`src/rtl/rst_seq_pkg.sv`:
```
// rst_seq_pkg: shared state encoding and default constants for the reset sequencer
package rst_seq_pkg;

    typedef enum logic [1:0] {
        WAIT_LOCK = 2'd0,
        HOLD      = 2'd1,
        RELEASE   = 2'd2,
        RUN       = 2'd3
    } rst_seq_state_t;

    localparam int RST_SEQ_N_CH_DEF         = 4;
    localparam int RST_SEQ_SYNC_DEF         = 2;
    localparam int RST_SEQ_HOLD_DEF         = 16;
    localparam int RST_SEQ_STAGGER_DEF      = 8;
    localparam int RST_SEQ_DEBOUNCE_1MS_65M = 65000;

    function automatic int rst_seq_max3(int a, int b, int c);
        return (a > b) ? ((a > c) ? a : c) : ((b > c) ? b : c);
    endfunction

endpackage

```
`src/rtl/rst_seq_debounce.sv`:
```
// debounce: synchroniser plus stable-level counter; counter present only with RST_SEQ_DEBOUNCE_EN
module debounce
    import rst_seq_pkg::*;
#(
    parameter int SYNC_STAGES     = RST_SEQ_SYNC_DEF,
    parameter int DEBOUNCE_CYCLES = RST_SEQ_DEBOUNCE_1MS_65M
) (
    input  logic clk,
    input  logic rst_n,
    input  logic d_i,
    output logic lvl_o
);

    logic [SYNC_STAGES-1:0] sync_q;
    logic                   sync_s;

    if (SYNC_STAGES < 2 || DEBOUNCE_CYCLES < 1) begin : g_bad_param
        $error("debounce: SYNC_STAGES must be >= 2 and DEBOUNCE_CYCLES >= 1");
    end

    // shift the asynchronous input through the synchroniser chain
    always_ff @(posedge clk or negedge rst_n) begin
        if (!rst_n) sync_q <= '0;
        else        sync_q <= {sync_q[SYNC_STAGES-2:0], d_i};
    end

    assign sync_s = sync_q[SYNC_STAGES-1];

`ifdef RST_SEQ_DEBOUNCE_EN
    localparam int CW = $clog2(DEBOUNCE_CYCLES + 1);

    logic [CW-1:0] cnt_q;
    logic [CW-1:0] cnt_d;

    assign cnt_d = (cnt_q == CW'(DEBOUNCE_CYCLES)) ? cnt_q : cnt_q + 1'b1;

    // count consecutive high cycles, saturating; any low cycle restarts the count
    always_ff @(posedge clk or negedge rst_n) begin
        if (!rst_n)       cnt_q <= '0;
        else if (!sync_s) cnt_q <= '0;
        else              cnt_q <= cnt_d;
    end

    // level rises in the cycle after DEBOUNCE_CYCLES highs and drops with the first low
    assign lvl_o = sync_s && (cnt_q == CW'(DEBOUNCE_CYCLES));
`else
    assign lvl_o = sync_s;
`endif

endmodule

```
`src/rtl/rst_sequencer.sv`:
```
// rst_sequencer: waits for PLL lock, holds, then releases reset channels in index order
// (button debounce is enabled by defining RST_SEQ_DEBOUNCE_EN)
module rst_sequencer
    import rst_seq_pkg::*;
#(
    parameter int N_CH            = RST_SEQ_N_CH_DEF,
    parameter int SYNC_STAGES     = RST_SEQ_SYNC_DEF,
    parameter int HOLD_CYCLES     = RST_SEQ_HOLD_DEF,
    parameter int STAGGER_CYCLES  = RST_SEQ_STAGGER_DEF,
    parameter int DEBOUNCE_CYCLES = RST_SEQ_DEBOUNCE_1MS_65M
) (
    input  logic            clk,
    input  logic            rst_n,
    input  logic            locked_i,
    input  logic            btn_i,
    input  logic            rst_req_i,
    output logic [N_CH-1:0] rst_o,
    output logic            ready_o,
    output logic [1:0]      state_o
);

    localparam int CW  = $clog2(rst_seq_max3(HOLD_CYCLES, STAGGER_CYCLES, DEBOUNCE_CYCLES) + 1);
    localparam int CHW = $clog2(N_CH + 1);

    logic [SYNC_STAGES-1:0] lock_sync_q;
    logic                   locked_s;
    logic                   btn_lvl;
    logic                   abort;
    rst_seq_state_t         state_q;
    logic [CW-1:0]          cnt_q;
    logic [CW-1:0]          cnt_d;
    logic [CHW-1:0]         ch_q;
    logic [N_CH-1:0]        rst_q;
    logic                   ready_q;

    debounce #(
        .SYNC_STAGES    (SYNC_STAGES),
        .DEBOUNCE_CYCLES(DEBOUNCE_CYCLES)
    ) u_btn (
        .clk  (clk),
        .rst_n(rst_n),
        .d_i  (btn_i),
        .lvl_o(btn_lvl)
    );

    // bring the asynchronous lock indication into the clock domain
    always_ff @(posedge clk or negedge rst_n) begin
        if (!rst_n) lock_sync_q <= '0;
        else        lock_sync_q <= {lock_sync_q[SYNC_STAGES-2:0], locked_i};
    end

    assign locked_s = lock_sync_q[SYNC_STAGES-1];
    assign abort    = !locked_s || btn_lvl || rst_req_i;
    assign cnt_d    = (cnt_q == {CW{1'b1}}) ? cnt_q : cnt_q + 1'b1;

    // sequencer FSM; resets stay a contiguous run of ones at the top, so a left shift releases the next channel
    always_ff @(posedge clk or negedge rst_n) begin
        if (!rst_n) begin
            state_q <= WAIT_LOCK;
            cnt_q   <= '0;
            ch_q    <= '0;
            rst_q   <= '1;
            ready_q <= 1'b0;
        end else if (abort) begin
            state_q <= WAIT_LOCK;
            cnt_q   <= '0;
            ch_q    <= '0;
            rst_q   <= '1;
            ready_q <= 1'b0;
        end else begin
            case (state_q)
                WAIT_LOCK: begin
                    state_q <= HOLD;
                    cnt_q   <= '0;
                end
                HOLD: begin
                    if (cnt_q == CW'(HOLD_CYCLES - 1)) begin
                        rst_q   <= rst_q << 1;
                        ch_q    <= CHW'(1);
                        cnt_q   <= '0;
                        state_q <= (N_CH == 1) ? RUN : RELEASE;
                    end else begin
                        cnt_q <= cnt_d;
                    end
                end
                RELEASE: begin
                    if (cnt_q == CW'(STAGGER_CYCLES - 1)) begin
                        rst_q   <= rst_q << 1;
                        ch_q    <= ch_q + 1'b1;
                        cnt_q   <= '0;
                        state_q <= (ch_q == CHW'(N_CH - 1)) ? RUN : RELEASE;
                    end else begin
                        cnt_q <= cnt_d;
                    end
                end
                RUN:     ready_q <= 1'b1;
                default: state_q <= WAIT_LOCK;
            endcase
        end
    end

    assign rst_o   = rst_q;
    assign ready_o = ready_q;
    assign state_o = state_q;

endmodule

```
`config.mk`:
```
export PLATFORM = sky130hd
export DESIGN_NAME = rst_sequencer
export DESIGN_NICKNAME = d
export VERILOG_FILES = /design/src/rtl/rst_seq_pkg.sv /design/src/rtl/rst_seq_debounce.sv /design/src/rtl/rst_sequencer.sv
export SDC_FILE = /design/constraint.sdc
export NUM_CORES = 1
export LEC_CHECK = 0
export ABC_AREA = 1
export CAP_MARGIN = 30
export CORE_ASPECT_RATIO = 0.6
export CORE_MARGIN = 2
export CORE_UTILIZATION = 55
export CTS_BUF_LIST = sky130_fd_sc_hd__clkbuf_4 sky130_fd_sc_hd__clkbuf_8
export CTS_CLUSTER_SIZE = 10
export DETAILED_ROUTE_END_ITERATION = 7
export PLACE_DENSITY_LB_ADDON = 0.1
export SLEW_MARGIN = 20
export SYNTH_ARGS = -nofsm -noshare
export SYNTH_HDL_FRONTEND = slang
export SYNTH_SLANG_ARGS = --single-unit
```
`constraint.sdc`:
```
create_clock -name clk -period 1.35 [get_ports clk]
set_input_delay 0.135 -clock clk [delete_from_list [all_inputs] [get_ports clk]]
set_output_delay 0.135 -clock clk [all_outputs]
set_load 0.1 [all_outputs]
```
Word-level counts from Yosys, hierarchy flattened
Cells that the tools add are included.

storage, ports and cells
  flip-flop bits (word level) = 30
  input bits = 5
  output and inout bits = 7
  word-level logic and storage cells = 47

operators by class
  add/sub/neg operators = 2
  equal/unequal tests = 9
  multiplexer cells = 20
  reductions and logical operators = 9

operators by type and width
  kind                                                   number
  two-way mux 16 bit                                     4
  case mux 16 bit (3 select lines)                       1
  adder 16 x 1 -> 16 bit (second input constant)         1
  equality test 16 bit (second input constant)           1
  equality test 16 x 3 -> 1 bit (second input constant)  1
  equality test 16 x 4 -> 1 bit (second input constant)  1
  two-way mux 4 bit                                      3
  two-way mux 3 bit                                      3
  case mux 4 bit (2 select lines)                        1
  two-way mux 2 bit                                      3
  inequality test 3 bit (second input constant)          2
  case mux 2 bit (3 select lines)                        1
  case mux 3 bit (2 select lines)                        1
  AND reduction 3 bit                                    2
  equality test 2 bit (second input constant)            2
  nonzero test 4 bit                                     1
  adder 3 x 1 -> 3 bit (second input constant)           1
  equality test 3 x 2 -> 1 bit (second input constant)   1
  two-way mux 1 bit                                      3
  nonzero test 3 bit                                     1
  equality test 2 x 1 -> 1 bit (second input constant)   1
  logical NOT 2 bit                                      1
  logical OR 1 bit                                       2
  nonzero test 2 bit                                     1
  logical NOT 1 bit                                      1

Logic depth before layout (Yosys ltp)
Gate-level depths: netlist of the first run.

  depth after elaboration = 5
  depth in mapped cells = 10
  mapped depth without buffers = 10

By module
Synthesis of the first run repeated with hierarchy kept, for this count alone.

second synthesis, totals
  cells, all modules = 254
  area total of the unflattened synthesis = 1,903.1 µm²

modules (own cells, without submodules)
  module         times used  cells each  area each (µm²)  seq. area each (µm²)
  rst_sequencer  1           252         1,853.0          705.7
  debounce       1           2           50.0             50.0

Worst setup path after synthesis of the first run
Ideal clock, no wire load.

  kind = reg-to-reg
  start point = reg state_q[0] (netlist: state_o[0])
  end point = reg cnt_q[15]
  setup time = 65 ps
  data arrival time = 2,082 ps
  data required time = 1,285 ps
  setup slack = -797 ps
  cell stages (with the launch flop) = 9
  path buffers = 0
  clock period less this slack = 2,147 ps
  path through = dfrtp_1 -> inv_1 -> ha_1 -> inv_1 -> nor2_1 -> nand2_1 -> inv_2 -> nand2_1 -> nand2_1

between the ends
  cells in the longest elaborated chain, start to end = 3
  elaborated cells on any way between the ends = 6
  those cells by class = 2 x eq/ne; 2 x mux; 2 x reduce/logical

RTL lines
  item                                               line                 RTL
  start, declared                                    rst_sequencer.sv:29  rst_seq_state_t state_q;
  start signal, assigned                             rst_sequencer.sv:81  state_q <= (N_CH == 1) ? RUN : RELEASE;
  start signal, assigned                             rst_sequencer.sv:91  state_q <= (ch_q == CHW'(N_CH - 1)) ? RUN : RELEASE;
  equality test 2 bit, or another cell as far along  rst_sequencer.sv:71  case (state_q)
  case mux 16 bit (3 select lines)                   rst_sequencer.sv:71
  two-way mux 16 bit                                 rst_sequencer.sv:64  end else if (abort) begin
  end signal, assigned                               rst_sequencer.sv:83  cnt_q <= cnt_d;
  end signal, assigned                               rst_sequencer.sv:93  cnt_q <= cnt_d;
  end, declared                                      rst_sequencer.sv:30  logic [CW-1:0] cnt_q;

Parallel ways exist; a longest one is shown, timed or not.
A chain may end at the register's enable or synchronous reset.

Worst setup path after layout of the first run
  start point = reg cnt_q[5]
  end point = reg cnt_q[13]

between the ends
  cells in the longest elaborated chain, start to end = 5
  elaborated cells on any way between the ends = 9
  those cells by class = 1 x add/sub; 3 x eq/ne; 5 x mux

RTL lines
  item                                                            line                                      RTL
  adder 16 x 1 -> 16 bit or equality test 16 bit (tied branches)  rst_sequencer.sv:54                       assign cnt_d = (cnt_q == {CW{1'b1}}) ? cnt_q : cnt_q + 1'b1;
  two-way mux 16 bit                                              rst_sequencer.sv:54
  two-way mux 16 bit (on tied branches)                           rst_sequencer.sv:87, rst_sequencer.sv:77
  case mux 16 bit (3 select lines) *                              rst_sequencer.sv:71
  two-way mux 16 bit *                                            rst_sequencer.sv:64

Every way passes the cells marked *; elsewhere a longest branch is shown, timed or not.

==> results of run 1 <==
per-layer routing:
layer / GRT usage / wire [um] / vias up
met5: 0 / 40 / -
met4: 0.1178 / 460 / 2
met3: 0.09815 / 978 / 68
met2: 0.4873 / 3142 / 197
met1: 0.4589 / 2767 / 1005
li1: - / - / 923
report_power, final:
| part | internal, uW | switching [uW] | total, uW |
|---|---|---|---|
| logic | 104 | 151 | 255 |
| registers | 921 | 15.8 | 937 |
| clock network | 787 | 367 | 1150 |
sequential cells by signal, summed over array words and instances (netlist names):
register	cells
cnt_q	16
rst_o	4
ch_q	3
lock_sync_q	2
state_o	2
u_btn.sync_q	2
ready_o	1
synthesized netlist by cell type:
cell type	count
nand2_1	95
nor2_1	27
dfrtp_1	26
inv_1	17
nand3_1	17
ha_1	7
nand4_1	6
o21ai_2	6
nand2_2	5
o21ai_1	5
dfstp_2	4
nor2_4	4
xor2_1	4
inv_2	3
nand3_2	2
nand3b_1	2
nand4_4	2
o21ai_0	2
xnor2_1	2
a22oi_1	1
buf_4	1
buf_6	1
nor2_2	1
nor3_2	1
nor3_4	1
o2111ai_1	1
or2_2	1
kinds of logic (layout without fill, tap and decap cells):
kind of cell	after synthesis	after routing	share of synthesized area
AND/OR/NAND/NOR	164	164	0.4142
flip-flops	30	30	0.4048
buffers and inverters	22	93	0.05027
AO/OA/AOI/OAI	15	15	0.05563
adder cells (fa/ha/maj)	7	7	0.04691
XOR/XNOR	6	6	0.02815
through the flow:
| step | total power [uW] | utilization | TNS (ns) |
|---|---|---|---|
| 6_report | 2347 | 0.9039 | -6.450 |
| 4_1_cts | 2332 | 0.8534 | -2.840 |
| 2_1_floorplan | 1059 | - | -3.400 |
| 3_5_place_dp | 1178 | 0.7731 | -3.934 |
| 3_3_place_gp | 1172 | 0.7731 | -2.699 |
| 5_1_grt | 2403 | 0.9039 | -7.660 |
final timing paths:
| kind | from | end | slack, ns | depth (start not counted) |
|---|---|---|---|---|
| worst max-delay path | cnt_q[5] | cnt_q[13] | -0.31 | 7 |
| worst min-delay path | rst_n | cnt_q[15] | 0.20 | 2 |
| worst max register to register | cnt_q[5] | cnt_q[13] | -0.31 | 7 |
| worst min register to register | lock_sync_q[0] | lock_sync_q[1] | 0.36 | 0 |
| max in group asynchronous | rst_n | rst_o[3] | 0.91 | 2 |
| min in group clk | btn_i | u_btn.sync_q[0] | 0.30 | 1 |
worst reg2reg max path: cells and delay by family, from the launching register on:
| kind | cells | cell delay (ns) |
|---|---|---|
| and+or+nand+nor | 7 | 1.06 |
| DFF | 1 | 0.49 |
layout make-up:
class | instances | area share
multi-input combinational | 192 | 0.4174
tap | 45 | 0.01921
clock buffer | 6 | 0.02817
clock inverter | 2 | 0.02049
timing repair buffer | 65 | 0.2224
sequential | 30 | 0.2616
inverter | 20 | 0.03073
timing repair:
item	4_1_cts	5_1_grt
setup endpoints to repair	26	25
pin swaps	18	20
cloned	0	0
setup buffers	2	7
resized for setup	26	30
==> metrics.txt, run 1 <==
Synth Area per Inst between 7 and 8 um2; final WL approximately 7.4 mm; worst skew pair latency around 0.29 ns; GP Congestion roughly 0.97; core region area around 3200 um2; Synth top area share 0.3485; CTS Root Buffer Type clkbuf_8; Pleak 0.001489 uW; measured slew at the worst slew-check pin 0.3050 ns; Final ANT Viol Nets 0; Synth Instances between 200 and 250; final setup violation count 25; Clock Skews ~0.008 ns; CTS tree yes; layout cells sized above 1 0.4444; Clock Sinks 30; commonest non-fill, non-tap cell in the layout nand2_1; port buffer count 11; # IOs 12; drt drc 0; CP max FO 5; startpoint type of the worst setup path flop; worst hold path type input port to asynchronous set/reset pin; most used cell, CP nand2_1; Synthesized Nets between 200 and 300; antenna violations before repair 0; crit path kind flop to flop; CP required between 1.5 and 2 ns; RSZ-0062 raised after global routing true; post-synthesis to final-layout area growth 57.04%; CP peak stage delay 0.49 ns; pin count of the biggest net entering global routing 31; total CTS buffers 5; achievable clock frequency between 0.6 and 0.7 GHz; first drt pass iteration count 7; Die Span Y ~49 um; CP Cell Sequence nand2_1, nor3_4, nand3_1, nand2_1, nand3_1, nand2_1, nand2_1; fin. max-slew vios 0; ant diodes 0; DR WL/cell 20.53 um; Vias roughly 2200; first-pass GRT wire length slightly above 9 mm; Final #Nets roughly 330; vias per inst about 6.1; sequential share of the synthesized area 0.4048; final hold violations 0; Worst Slack Setup Final -0.3074 ns; Clk pin slew, worst setup/hold paths 0.07 ns; CTS max path bufs 2; vias in the first global route 1893; Total GRT Usage 0.3284; area of the multi-input gates around 1200 um2; post-route insts no fill 360; initial drt markers between 300 and 400; Die Area slightly below 4000 um2; post-synthesis cell type count 27; row count 16; Worst path slowest cell dfrtp_1; Seq cells post-synth 30; Max-slew headroom 0.7960; Post-Place Cells roughly 340; DP Area approximately 2500 um2; Die W roughly 79 um; final period utilization 1.228; worst path arrival time between 1.5 and 2 ns; VDD IR-drop max between 0.8 and 0.9 mV; power per cell area approximately 800 nW/um2; top cell family by delay on the critical path simple AND/OR/NAND/NOR gates; pre-CTS WS -0.2118 ns; Critical path buffers and inverters 0; cts hold-fix bufs 0; Fin Hold WS 0.1995 ns; critical path endpoint category flop; Synth area leader dfrtp_1; Ys Warns 0; grt ovf 0; Starting Density 0.5756; most frequent cells in the layout 82 x nand2_1, 41 x buf_4, 22 x nor2_1; violated checks negative setup slack; Synth area leaders dfrtp_1 35%, nand2_1 19%, dfstp_2 5.6%, nor2_1 5.4%, ha_1 4.7%; outcome finished with violations; synthesized area between 1500 and 2000 um2; Filler Cells Inserted between 100 and 150; min Tclk post-route approximately 1.7 ns; final instance area slightly below 3000 um2; Post-DP HPWL about 3.9 mm; maxcap violations 0; Register Area around 770 um2; H-tree levels 2
(Power assumes the default switching activity.)
==> run 2, diff against run 1 <==
- GPL_ROUTABILITY_DRIVEN: unset -> 0
- MAX_ROUTING_LAYER: unset -> met4
==> metrics.txt, run 2 (synthesis gave the netlist of run 1 again) <==
final setup violation count 25; Filler Cells Inserted roughly 130; Max-slew headroom 0.7748; violated checks negative setup slack; switch share 0.2297; Worst Slack Setup Final -0.3141 ns; outcome finished with violations; CTS tree yes; RSZ-0062 raised after global routing true; # IOs 12; achievable clock frequency 0.6009 GHz; CP max FO 5; Comb power frac 0.108; Clk pin slew, worst setup/hold paths approximately 0.070 ns; clock power share 0.493; vias in the first global route about 1900; DR WL/cell between 20 and 25 um; fin. max-slew vios 0; antenna violations before repair 0; min Tclk post-route between 1.5 and 2 ns; Final #Nets 326; drt drc 0; measured slew at the worst slew-check pin about 0.34 ns; core region area around 3200 um2; vias per inst 6.094; worst hold path type input port to asynchronous set/reset pin; Post-DP HPWL roughly 3.9 mm; ant diodes 0; total CTS buffers 5; top cell family by delay on the critical path simple AND/OR/NAND/NOR gates; row count 16; worst path arrival time about 1.9 ns; overall power approximately 2400 uW; Reg power frac 0.398; Worst path slowest cell dfrtp_1; Post-Place Cells around 340; first drt pass iteration count 5; VDD IR-drop max around 0.8 mV; Critical path buffers and inverters 1; commonest non-fill, non-tap cell in the layout nand2_1; Die Span Y a little under 50 um; most used cell, CP nand2_1; Final Util 0.9039; initial drt markers between 300 and 400; CP Cell Sequence buf_4, nand3_4, nor3_4, nand3_1, nand2_1, nand3_1, nand2_1, nand2_1; critical path endpoint category flop; Final ANT Viol Nets 0; H-tree levels 2; grt ovf 0; first-pass GRT wire length 9.301 mm; CP required ~1.5 ns; Fin Hold WS between 0.15 and 0.2 ns; crit path kind flop to flop; port buffer count 11; most frequent cells in the layout 82 x nand2_1, 41 x buf_4, 22 x nor2_1; max reg flops 16; Pleak 0.001489 uW; Die W slightly below 80 um; Vias 2194; pre-CTS WS -0.2118 ns; CTS max path bufs 2; Reg with most FFs cnt_q; post-route insts no fill 360; pin count of the biggest net entering global routing 31; final WL approximately 7.4 mm; final period utilization 1.233; CTS Root Buffer Type clkbuf_8; Total GRT Usage 0.3379; post-synthesis to final-layout area growth 57.04%; Pint 1813 uW; layout cells sized above 1 0.4444; CP peak stage delay about 0.40 ns; maxcap violations 0; power per cell area roughly 800 nW/um2; Switching Power about 540 uW; final hold violations 0; startpoint type of the worst setup path flop; Clock Sinks 30; Clock Skews between 0.005 and 0.006 ns; Starting Density 0.5756; cts hold-fix bufs 0; worst skew pair latency 0.29 ns; Die Area approximately 3900 um2
[run 2: final cells by class]
| type | count | area, um2 | area share |
|---|---|---|---|
| clock inverter | 2 | 60.06 | 0.02049 |
| sequential | 30 | 767.0 | 0.2616 |
| clock buffer | 6 | 82.58 | 0.02817 |
| tap | 45 | 56.30 | 0.01921 |
| timing repair buffer | 65 | 651.9 | 0.2224 |
| multi-input combinational | 192 | 1224 | 0.4174 |
| inverter | 20 | 90.09 | 0.03073 |
[run 2: metrics by stage]
stage                     setup TNS [ns]  cell area (um2)
final                             -6.376             2932
after detailed placement          -3.934             2507
after floorplan                   -3.400             1931
after CTS                         -2.840             2768
after global routing              -7.662             2932
after global placement            -2.699             2507
[run 2: what timing repair did]
item | 4_1_cts | 5_1_grt
setup endpoints to repair | 26 | 25
buffers inserted | 2 | 7
gates cloned | 0 | 0
gates resized for setup | 26 | 30
pin swaps | 18 | 20
[run 2: path summary, 6_finish.rpt]
check	startpoint	end	slack (ns)	depth (start not counted)
setup / recovery	cnt_q[1]	cnt_q[13]	-0.31	8
hold / removal	rst_n	cnt_q[15]	0.20	2
setup reg to reg	cnt_q[1]	cnt_q[13]	-0.31	8
hold reg to reg	lock_sync_q[0]	lock_sync_q[1]	0.36	0
max in group asynchronous	rst_n	rst_o[3]	0.91	2
min in group clk	btn_i	u_btn.sync_q[0]	0.30	1
[run 2: layer usage]
metal | GRT usage | up-vias | part of all wire
li1 | - | 922 | -
met2 | 0.4859 | 164 | 0.43
met1 | 0.4601 | 1046 | 0.39
met3 | 0.09815 | 62 | 0.12
met5 | - | - | 0
met4 | 0.1178 | 0 | 0.062
[run 2: worst reg2reg max path: stages (launching register included)]
cell and delay (ns):
dfrtp_1 0.40, buf_4 0.18, nand3_4 0.11, nor3_4 0.36, nand3_1 0.18, nand2_1 0.09, nand3_1 0.09, nand2_1 0.08
nand2_1 0.05
[run 2: power groups by stage]
stage                     Combinational [uW]  Sequential (uW)  Clock [uW]
after detailed placement                 225              952           0
after CTS                                238              936        1160
after global placement                   221              951           0
after global routing                     265              938        1200
after floorplan                         49.3             1010           0
final                                    255              937        1160
